**config.mk**
```make
export PLATFORM = sky130hd
export DESIGN_NAME = gf180mcu_ws_io__ring_seq
export DESIGN_NICKNAME = d
export VERILOG_FILES = /design/src/rtl/gf180mcu_ws_io__ring_seq.sv
export SDC_FILE = /design/constraint.sdc
export NUM_CORES = 1
export LEC_CHECK = 0
export BUFFER_PORTS_ARGS = -buffer_cell sky130_fd_sc_hd__buf_2
export CORE_MARGIN = 5
export CORE_UTILIZATION = 50
export CTS_CLUSTER_DIAMETER = 100
export DETAILED_ROUTE_END_ITERATION = 12
export HOLD_SLACK_MARGIN = 0.02
export PLACE_DENSITY_LB_ADDON = 0.12
export SYNTH_ARGS = -nofsm -noshare
export SYNTH_HDL_FRONTEND = slang
export SYNTH_SLANG_ARGS = --single-unit
```
**constraint.sdc**
```tcl
create_clock -name CLK -period 2.04 [get_ports CLK]
set_input_delay 0.408 -clock CLK [delete_from_list [all_inputs] [get_ports CLK]]
set_output_delay 0.408 -clock CLK [all_outputs]
set_load 0.02 [all_outputs]
```
**src/rtl/gf180mcu_ws_io__ring_seq.sv**
```systemverilog
// IO-ring power sequencer: syncs and debounces supply-good flags, ramps pad-group
// enables up one group at a time, ramps them down in reverse, and latches supply-drop faults.
module gf180mcu_ws_io__ring_seq #(
    parameter int DEB_CYCLES = 64,
    parameter int STAGE_GAP  = 16,
    parameter int N_GRP      = 4
) (
    input  logic             CLK,
    input  logic             RST,
    input  logic             DVDD_OK,
    input  logic             VDD_OK,
    input  logic             REQ_OFF,
    input  logic             FAULT_CLR,
    output logic [N_GRP-1:0] GRP_EN,
    output logic             RDY,
    output logic             OFF_ACK,
    output logic             FAULT,
    output logic [2:0]       STATE
);

    localparam int CNT_MAX = (DEB_CYCLES > STAGE_GAP) ? DEB_CYCLES : STAGE_GAP;
    localparam int CW      = $clog2(CNT_MAX) + 1;

    localparam logic [CW-1:0]    DEB_LAST = CW'(DEB_CYCLES - 1);
    localparam logic [CW-1:0]    GAP_LAST = CW'(STAGE_GAP - 1);
    localparam logic [CW-1:0]    CNT_ONE  = CW'(1);
    localparam logic [N_GRP-1:0] GRP_ONE  = N_GRP'(1);
    localparam logic [N_GRP-1:0] GRP_ALL  = '1;

    typedef enum logic [2:0] {
        S_OFF    = 3'd0,
        S_DEB    = 3'd1,
        S_RAMP   = 3'd2,
        S_ON     = 3'd3,
        S_RAMPDN = 3'd4,
        S_FLT    = 3'd5
    } state_t;

    state_t            state_q, state_d;
    logic [CW-1:0]     cnt_q, cnt_d;
    logic [N_GRP-1:0]  grp_q, grp_d;
    logic              rdy_q, rdy_d;
    logic              ack_q, ack_d;
    logic              fault_q, fault_d;
    logic              dvddMeta_q, dvddSync_q, vddMeta_q, vddSync_q;
    logic              ok;
    logic              poweredState;
    logic [CW-1:0]     cntInc;

    always_ff @(posedge CLK or posedge RST) begin
        if (RST) begin
            dvddMeta_q <= 1'b0;
            dvddSync_q <= 1'b0;
            vddMeta_q  <= 1'b0;
            vddSync_q  <= 1'b0;
        end else begin
            dvddMeta_q <= DVDD_OK;
            dvddSync_q <= dvddMeta_q;
            vddMeta_q  <= VDD_OK;
            vddSync_q  <= vddMeta_q;
        end
    end

    assign ok           = dvddSync_q & vddSync_q;
    assign poweredState = (state_q == S_RAMP) || (state_q == S_ON) || (state_q == S_RAMPDN);
    assign cntInc       = (cnt_q == '1) ? cnt_q : cnt_q + CNT_ONE;

    always_ff @(posedge CLK or posedge RST) begin
        if (RST) begin
            state_q <= S_OFF;
            cnt_q   <= '0;
            grp_q   <= '0;
            rdy_q   <= 1'b0;
            ack_q   <= 1'b0;
            fault_q <= 1'b0;
        end else begin
            state_q <= state_d;
            cnt_q   <= cnt_d;
            grp_q   <= grp_d;
            rdy_q   <= rdy_d;
            ack_q   <= ack_d;
            fault_q <= fault_d;
        end
    end

    // A supply drop while any group may be live overrides every other request.
    always_comb begin
        state_d = state_q;
        cnt_d   = cnt_q;
        grp_d   = grp_q;
        rdy_d   = rdy_q;
        ack_d   = 1'b0;
        fault_d = fault_q;
        if (poweredState && !ok) begin
            state_d = S_FLT;
            cnt_d   = '0;
            grp_d   = '0;
            rdy_d   = 1'b0;
            fault_d = 1'b1;
        end else begin
            case (state_q)
                S_OFF: begin
                    cnt_d = '0;
                    if (ok && !REQ_OFF) begin
                        state_d = S_DEB;
                        cnt_d   = CNT_ONE;
                    end
                end
                S_DEB: begin
                    if (!ok || REQ_OFF) begin
                        state_d = S_OFF;
                        cnt_d   = '0;
                    end else if (cnt_q >= DEB_LAST) begin
                        state_d = S_RAMP;
                        cnt_d   = '0;
                        grp_d   = GRP_ONE;
                    end else begin
                        cnt_d = cntInc;
                    end
                end
                S_RAMP: begin
                    if (REQ_OFF) begin
                        state_d = S_RAMPDN;
                        cnt_d   = '0;
                    end else if (cnt_q >= GAP_LAST) begin
                        cnt_d = '0;
                        if (grp_q == GRP_ALL) begin
                            state_d = S_ON;
                            rdy_d   = 1'b1;
                        end else begin
                            grp_d = (grp_q << 1) | GRP_ONE;
                        end
                    end else begin
                        cnt_d = cntInc;
                    end
                end
                S_ON: begin
                    if (REQ_OFF) begin
                        state_d = S_RAMPDN;
                        cnt_d   = '0;
                        rdy_d   = 1'b0;
                    end
                end
                S_RAMPDN: begin
                    if (grp_q == '0) begin
                        state_d = S_OFF;
                        cnt_d   = '0;
                        ack_d   = 1'b1;
                    end else if (cnt_q >= GAP_LAST) begin
                        cnt_d = '0;
                        grp_d = grp_q >> 1;
                    end else begin
                        cnt_d = cntInc;
                    end
                end
                S_FLT: begin
                    grp_d   = '0;
                    rdy_d   = 1'b0;
                    fault_d = 1'b1;
                    if (FAULT_CLR) begin
                        state_d = S_OFF;
                        cnt_d   = '0;
                        fault_d = 1'b0;
                    end
                end
                default: begin
                    state_d = S_FLT;
                    cnt_d   = '0;
                    grp_d   = '0;
                    rdy_d   = 1'b0;
                    fault_d = 1'b1;
                end
            endcase
        end
    end

    assign GRP_EN  = grp_q;
    assign RDY     = rdy_q;
    assign OFF_ACK = ack_q;
    assign FAULT   = fault_q;
    assign STATE   = state_q;

endmodule

```
==> flow_summary.toml, run 1 <==
[outcome]
outcome = "complete, no violations"

[pwr]
p_per_area_mw_per_mm2 = 903.6
p_sw_w = 0.0005198
max-vdd-ir-drop_uv = 618.5
combPwrFrac_pct = 43.3
pwr-share-seq_pct = 40.6
p_sw_share_pct = 41.08
internal-power_w = 0.0007453
p_clk_share_pct = 16.1
power_leakage_nw = 0.5916

[sta]
hold_ws_ns = 0.09820
finalCritPeriodShare_pct = 89.26
fin_crit_ns = 1.821
grt_setup_unrepaired = "no"
setup_viol = 0
max_freq_mhz = 549.2
tns_ns = 0
worst-slew-pin-transition_ns = 0.5251
finalHoldViolCount = 0
slew_headroom_pct = 64.92
slew_viol_final = 0
fin_skew_ns = 0.006124

[setup_path]
cp.arrival_ns = 2.00
cpMaxStageDelayCell = "or4_1"
crit_type = "reg -> reg"
path_max_fanout = 8
max_stage_delay_ns = 0.60
start_kind = "flop"
critPathRequiredTime_ns = 2.22
crit_path_end_kind = "flop"
worstPathCellList = "or4_1, a2bb2oi_2, o21ai_4, a31oi_1, a21oi_1"

[synthesis]
yosys_warnings = 0
avgSynthCellArea_um2 = 8.955
synth_cell_types = 46
syn-num-nets = 147
synth-simple-area-share_pct = 25.25
synth_edf_count = 0
synth.area.mux_share_pct = 0
syn_inst = 140
yosysSeqAreaShare_pct = 41.92
synthXorXnorAreaFrac_pct = 0.6986
syn_area_mm2 = 0.001254
synth_compound_area_share_pct = 27.74
synth_ff_type = "dfrtp_1"
async_reset_ff_share_pct = 100.0
ys_seq_elements = 21
synth_top_family_by_area = "compound AO/OA/AOI/OAI gates"
synth_fa_ha_area_share_pct = 0.9980

[placement]
gp_congestion = 0.9021
portBuffers = 15
placed_area_mm2 = 0.001373
place_hpwl_um = 2151

[global_route]
use_met2_pct = 27.62
overflow = 0
grt_max_degree = 22
first_global_vias = 1109
use_met1_pct = 27.40
top_usage_layer = "met2"
use_met3_pct = 3.456
antenna_found_initial = 0
grt_usage_pct = 18.65
grt_pass1_wl_um = 5085

[final_layout]
fin_nets = 165
final_cell_area_mm2 = 0.001400
syn_to_final_growth_pct = 11.68
layout_commonest_cell = "dfrtp_1"
multi_input_comb_area_um2 = 685.7
fill_cells = 218
drive_gt1_share_pct = 17.83
mostFrequentLayoutCells = "dfrtp_1, buf_2, a21oi_1"
seq_area_um2 = 525.5
antennaDiodeCount = 0

[routing]
vias = 1189
firstDrtPassIters = 4
wl_per_cell_um = 15.34
ant_nets = 0
routed_wl_um = 2868
drcViolationCount = 0
viasPerCell = 6.358
drt_iter0_drc = 108

[die]
die_area_mm2 = 0.003609
start_util_pct = 51.54
io_pins = 16
die_width_um = 60.08
core_mm2 = 0.002432
die_h_um = 60.08
num_rows = 18

[clock_network]
hold_buffers = 0
clk_latency_ns = 0.31
cts_num_sinks = 21
clk_pin_slew_ns = 0.12
cts_tree = "built"
htreeDepth = 1
cts-root-buf = "clkbuf_4"
cts-buffers-inserted = 3
cts_buffer_depth = 2
cts.repair.resized = 0
post-cts-setup-buffer-count = 0

[flow_run]
drv_cap = 0

[worst_hold_path]
hold_class = "in -> async"
-- stage by stage --
stage / utilization [%] / cells / worst slack, ns / power, W
final: 57.56 / 187 / 0.2191 / 0.001265
after global routing: 57.56 / 187 / 0.04787 / 0.001368
after CTS: 57.56 / 187 / 0.2338 / 0.001273
after detailed placement: 56.43 / 183 / 0.1859 / 0.001068
after global placement: 56.43 / 183 / 0.2053 / 0.001055
after floorplan: - / 140 / 0.3071 / 0.0009269
-- cells by family (layout without fill, tap and decap cells) --
kind of cell | Yosys count | after routing
simple gates | 58 | 58
xor+xnor | 1 | 1
fa+ha+maj | 1 | 1
compound gates | 48 | 48
buf+inv | 11 | 28
flops | 21 | 21
-- synth_stat cells, types with 2 or more instances --
library cell	instances	area (µm²)
a21oi_1	13	65.06
a22oi_1	2	15.01
a31oi_1	5	31.28
and2_1	2	12.51
and3_1	5	31.28
clkbuf_1	4	15.01
dfrtp_1	21	525.5
inv_1	5	18.77
nand2_1	11	41.29
nand3_1	8	40.04
nand3b_1	2	15.01
nand4_1	3	18.77
nor2_1	11	41.29
nor3_1	5	25.02
nor3b_1	3	22.52
o2111ai_1	2	17.52
o211ai_1	2	15.01
o21ai_1	4	20.02
o22ai_1	2	12.51
o2bb2ai_1	3	26.28
o31a_1	2	17.52
-- state kept, by name, indices dropped and copies added, names as in the netlist --
name and flops:
FAULT 1, GRP_EN 4, OFF_ACK 1, RDY 1, STATE 3, cnt_q 7
dvddMeta_q 1, dvddSync_q 1, vddMeta_q 1, vddSync_q 1
-- layout make-up --
cell class	count	share of cell area, %
Timing Repair Buffer	19	7.507
Multi-Input combinational cell	108	48.97
Inverter	5	1.340
Sequential cell	21	37.53
Clock buffer	3	1.609
Tap cell	30	2.681
Clock inverter	1	0.3575
-- power by group through the flow --
stage	sequential (W)	combinational (W)	clock, W
6_report	0.000514	0.000548	0.000204
2_1_floorplan	0.000551	0.000376	0
3_3_place_gp	0.000518	0.000537	0
4_1_cts	0.000512	0.000550	0.000211
3_5_place_dp	0.000520	0.000549	0
5_1_grt	0.000522	0.000617	0.000230
-- worst paths after layout --
kind | startpoint | to | slack (ns) | cells after the start
worst max-delay path | GRP_EN[1] | cnt_q[2] | 0.22 | 5
worst min-delay path | RST | RDY | 0.1 | 3
worst max register to register | GRP_EN[1] | cnt_q[2] | 0.22 | 5
worst min register to register | dvddMeta_q | dvddSync_q | 0.37 | 0
max in group asynchronous | RST | cnt_q[2] | 1.72 | 3
min in group CLK | DVDD_OK | dvddMeta_q | 0.20 | 1
-- worst max-delay path, delay by kind of cell (launching register included) --
kind | cells | cell delay (ns)
DFF | 1 | 0.47
AOI/OAI and AO/OA | 4 | 0.62
and+or+nand+nor | 1 | 0.60
-- routing by layer --
metal  share of wire, %  vias up  routed length, µm
met2                 45       60               1283
met3                8.4        5                240
li1                   -      572                  -
met4                1.4        0                 40
met5                  0        -                  0
met1                 45      552               1304
(Power assumes the default switching activity.)
==> run 2, diff against run 1 <==
Settings changed: ABC_AREA set to 1.
==> flow_summary.toml, run 2 <==
[routing]
vias = 1264
ant_nets = 0
drt_iter0_drc = 55
drcViolationCount = 0
routed_wl_um = 2885
viasPerCell = 5.117
firstDrtPassIters = 5
wl_per_cell_um = 11.68

[final_layout]
fin_nets = 224
largest_reg_flops = 7
drive_gt1_share_pct = 18.52
top_register = "cnt_q"
fin_util_pct = 55.71
syn_to_final_growth_pct = 10.13
antennaDiodeCount = 0
layout_commonest_cell = "nand2_1"
mostFrequentLayoutCells = "nand2_1, inv_1, nand3_1"
final_cells = 247

[synthesis]
synth_top_area_share_pct = 38.67
ys_seq_elements = 21
yosysSeqAreaShare_pct = 38.67
avgSynthCellArea_um2 = 6.897
synth_cell_types = 26
yosys_warnings = 0
synth_top_cell_by_area = "dfrtp_1"
syn-num-nets = 204
syn_inst = 197
synth_ff_type = "dfrtp_1"
async_reset_ff_share_pct = 100.0
synth_area_leaders = "dfrtp_1, nand2_1, nand3_1"
yosys-top-cells-count = "nand2_1, inv_1, nand3_1"
syn_area_mm2 = 0.001359
synth_most_common_cell = "nand2_1"
synth_edf_count = 0

[setup_path]
cp.arrival_ns = 1.90
critPathRequiredTime_ns = 2.28
start_kind = "flop"
crit_path_end_kind = "flop"
path_max_fanout = 4
reg2reg_slack_ns = 0.38
crit_type = "reg -> reg"

[sta]
finalHoldViolCount = 0
setup_viol = 0
fin_skew_ns = 0.004207
worst-slew-pin-transition_ns = 0.3683
tns_ns = 0
grt_setup_unrepaired = "no"
fin_crit_ns = 1.659
max_freq_mhz = 602.7
slew_headroom_pct = 75.45
slew_viol_final = 0
finalCritPeriodShare_pct = 81.33

[clock_network]
cts_num_sinks = 21
cts.repair.resized = 0
cts-root-buf = "clkbuf_4"
cts_tree = "built"
cts_buffer_depth = 2
clk_latency_ns = 0.31
cts-buffers-inserted = 3
htreeDepth = 1
hold_buffers = 0
post-cts-setup-buffer-count = 0
clk_pin_slew_ns = 0.12

[die]
die_h_um = 62.13
start_util_pct = 50.58
io_pins = 16
core_mm2 = 0.002686
num_rows = 19
die_area_mm2 = 0.003860
die_width_um = 62.13

[pwr]
total_power_w = 0.001826
max-vdd-ir-drop_uv = 763.1
p_per_area_mw_per_mm2 = 1220
power_leakage_nw = 0.8573

[placement]
place_hpwl_um = 2289
placed_cells = 243
gp_congestion = 0.9815
portBuffers = 15

[global_route]
grt_pass1_wl_um = 5347
first_global_vias = 1248
grt_max_degree = 22
grt_usage_pct = 16.40
antenna_found_initial = 0
overflow = 0

[outcome]
outcome = "complete, no violations"

[flow_run]
drv_cap = 0

[worst_hold_path]
hold_class = "in -> async"
[run 2: changes by cell type after synthesis, moves of 8 or more]
cell,before,now
a21oi_1,13,5
inv_1,5,27
nand2_1,11,61
nand3_1,8,26
o21ai_0,1,11
[run 2: logic make-up (layout without fill, tap and decap cells)]
logic type	Yosys count	after routing	share of synthesized area (%)
AO/OA/AOI/OAI	22	22	9.023
XOR/XNOR	2	2	1.289
adder cells (fa/ha/maj)	1	1	0.9207
buffers and inverters	32	51	9.392
flip-flops	21	21	38.67
AND/OR/NAND/NOR	119	119	40.70
[run 2: stage by stage]
stage	hold WS (ns)	area [µm²]	worst slack, ns
floorplan	0.3312	1359	0.5434
global placement	0.3333	1469	0.4625
detailed placement	0.3347	1469	0.4267
CTS	0.1032	1496	0.3974
global route	0.1115	1496	0.1912
finish	0.1037	1496	0.3808
[run 2: final cells by class]
cell class,instances,area [µm²]
Fill cell,271,1190
Multi-Input combinational cell,144,705.7
Sequential cell,21,525.5
Inverter,31,116.4
Timing Repair Buffer,16,82.58
Tap cell,31,38.79
Clock buffer,3,22.52
Clock inverter,1,5.005
[run 2: power breakdown]
group | leakage [nW] | internal (W) | switching (W)
logic | 0.564 | 0.000326 | 0.000711
registers | 0.275 | 0.000481 | 0.000104
clock network | 0.0177 | 0.0000732 | 0.000131
total | 0.857 | 0.000880 | 0.000946
[run 2: final timing paths]
| kind | from | endpoint | cells after the start |
|---|---|---|---|
| max reg2reg | cnt_q[0] | cnt_q[4] | 7 |
| min | RST | STATE[2] | 3 |
| min reg2reg | dvddMeta_q | dvddSync_q | 0 |
| max in group asynchronous | RST | OFF_ACK | 3 |
| max | cnt_q[0] | cnt_q[4] | 7 |
| min in group CLK | VDD_OK | vddMeta_q | 1 |
[run 2: critical path: stages (launching register included)]
cell and delay (ns):
dfrtp_1 0.44, ha_1 0.21, nand3_1 0.14, nor3_2 0.31, inv_1 0.13, a21boi_0 0.17, nand3_1 0.10, o21ai_0 0.09
[run 2: per-layer routing]
metal | vias up | global-route usage, % | part of all wire [%]
li1 | 663 | - | -
met1 | 570 | 22.30 | 47
met2 | 24 | 26.04 | 47
met3 | 7 | 3.063 | 3.6
met4 | 0 | 5.420 | 1.6
met5 | - | 0 | 0
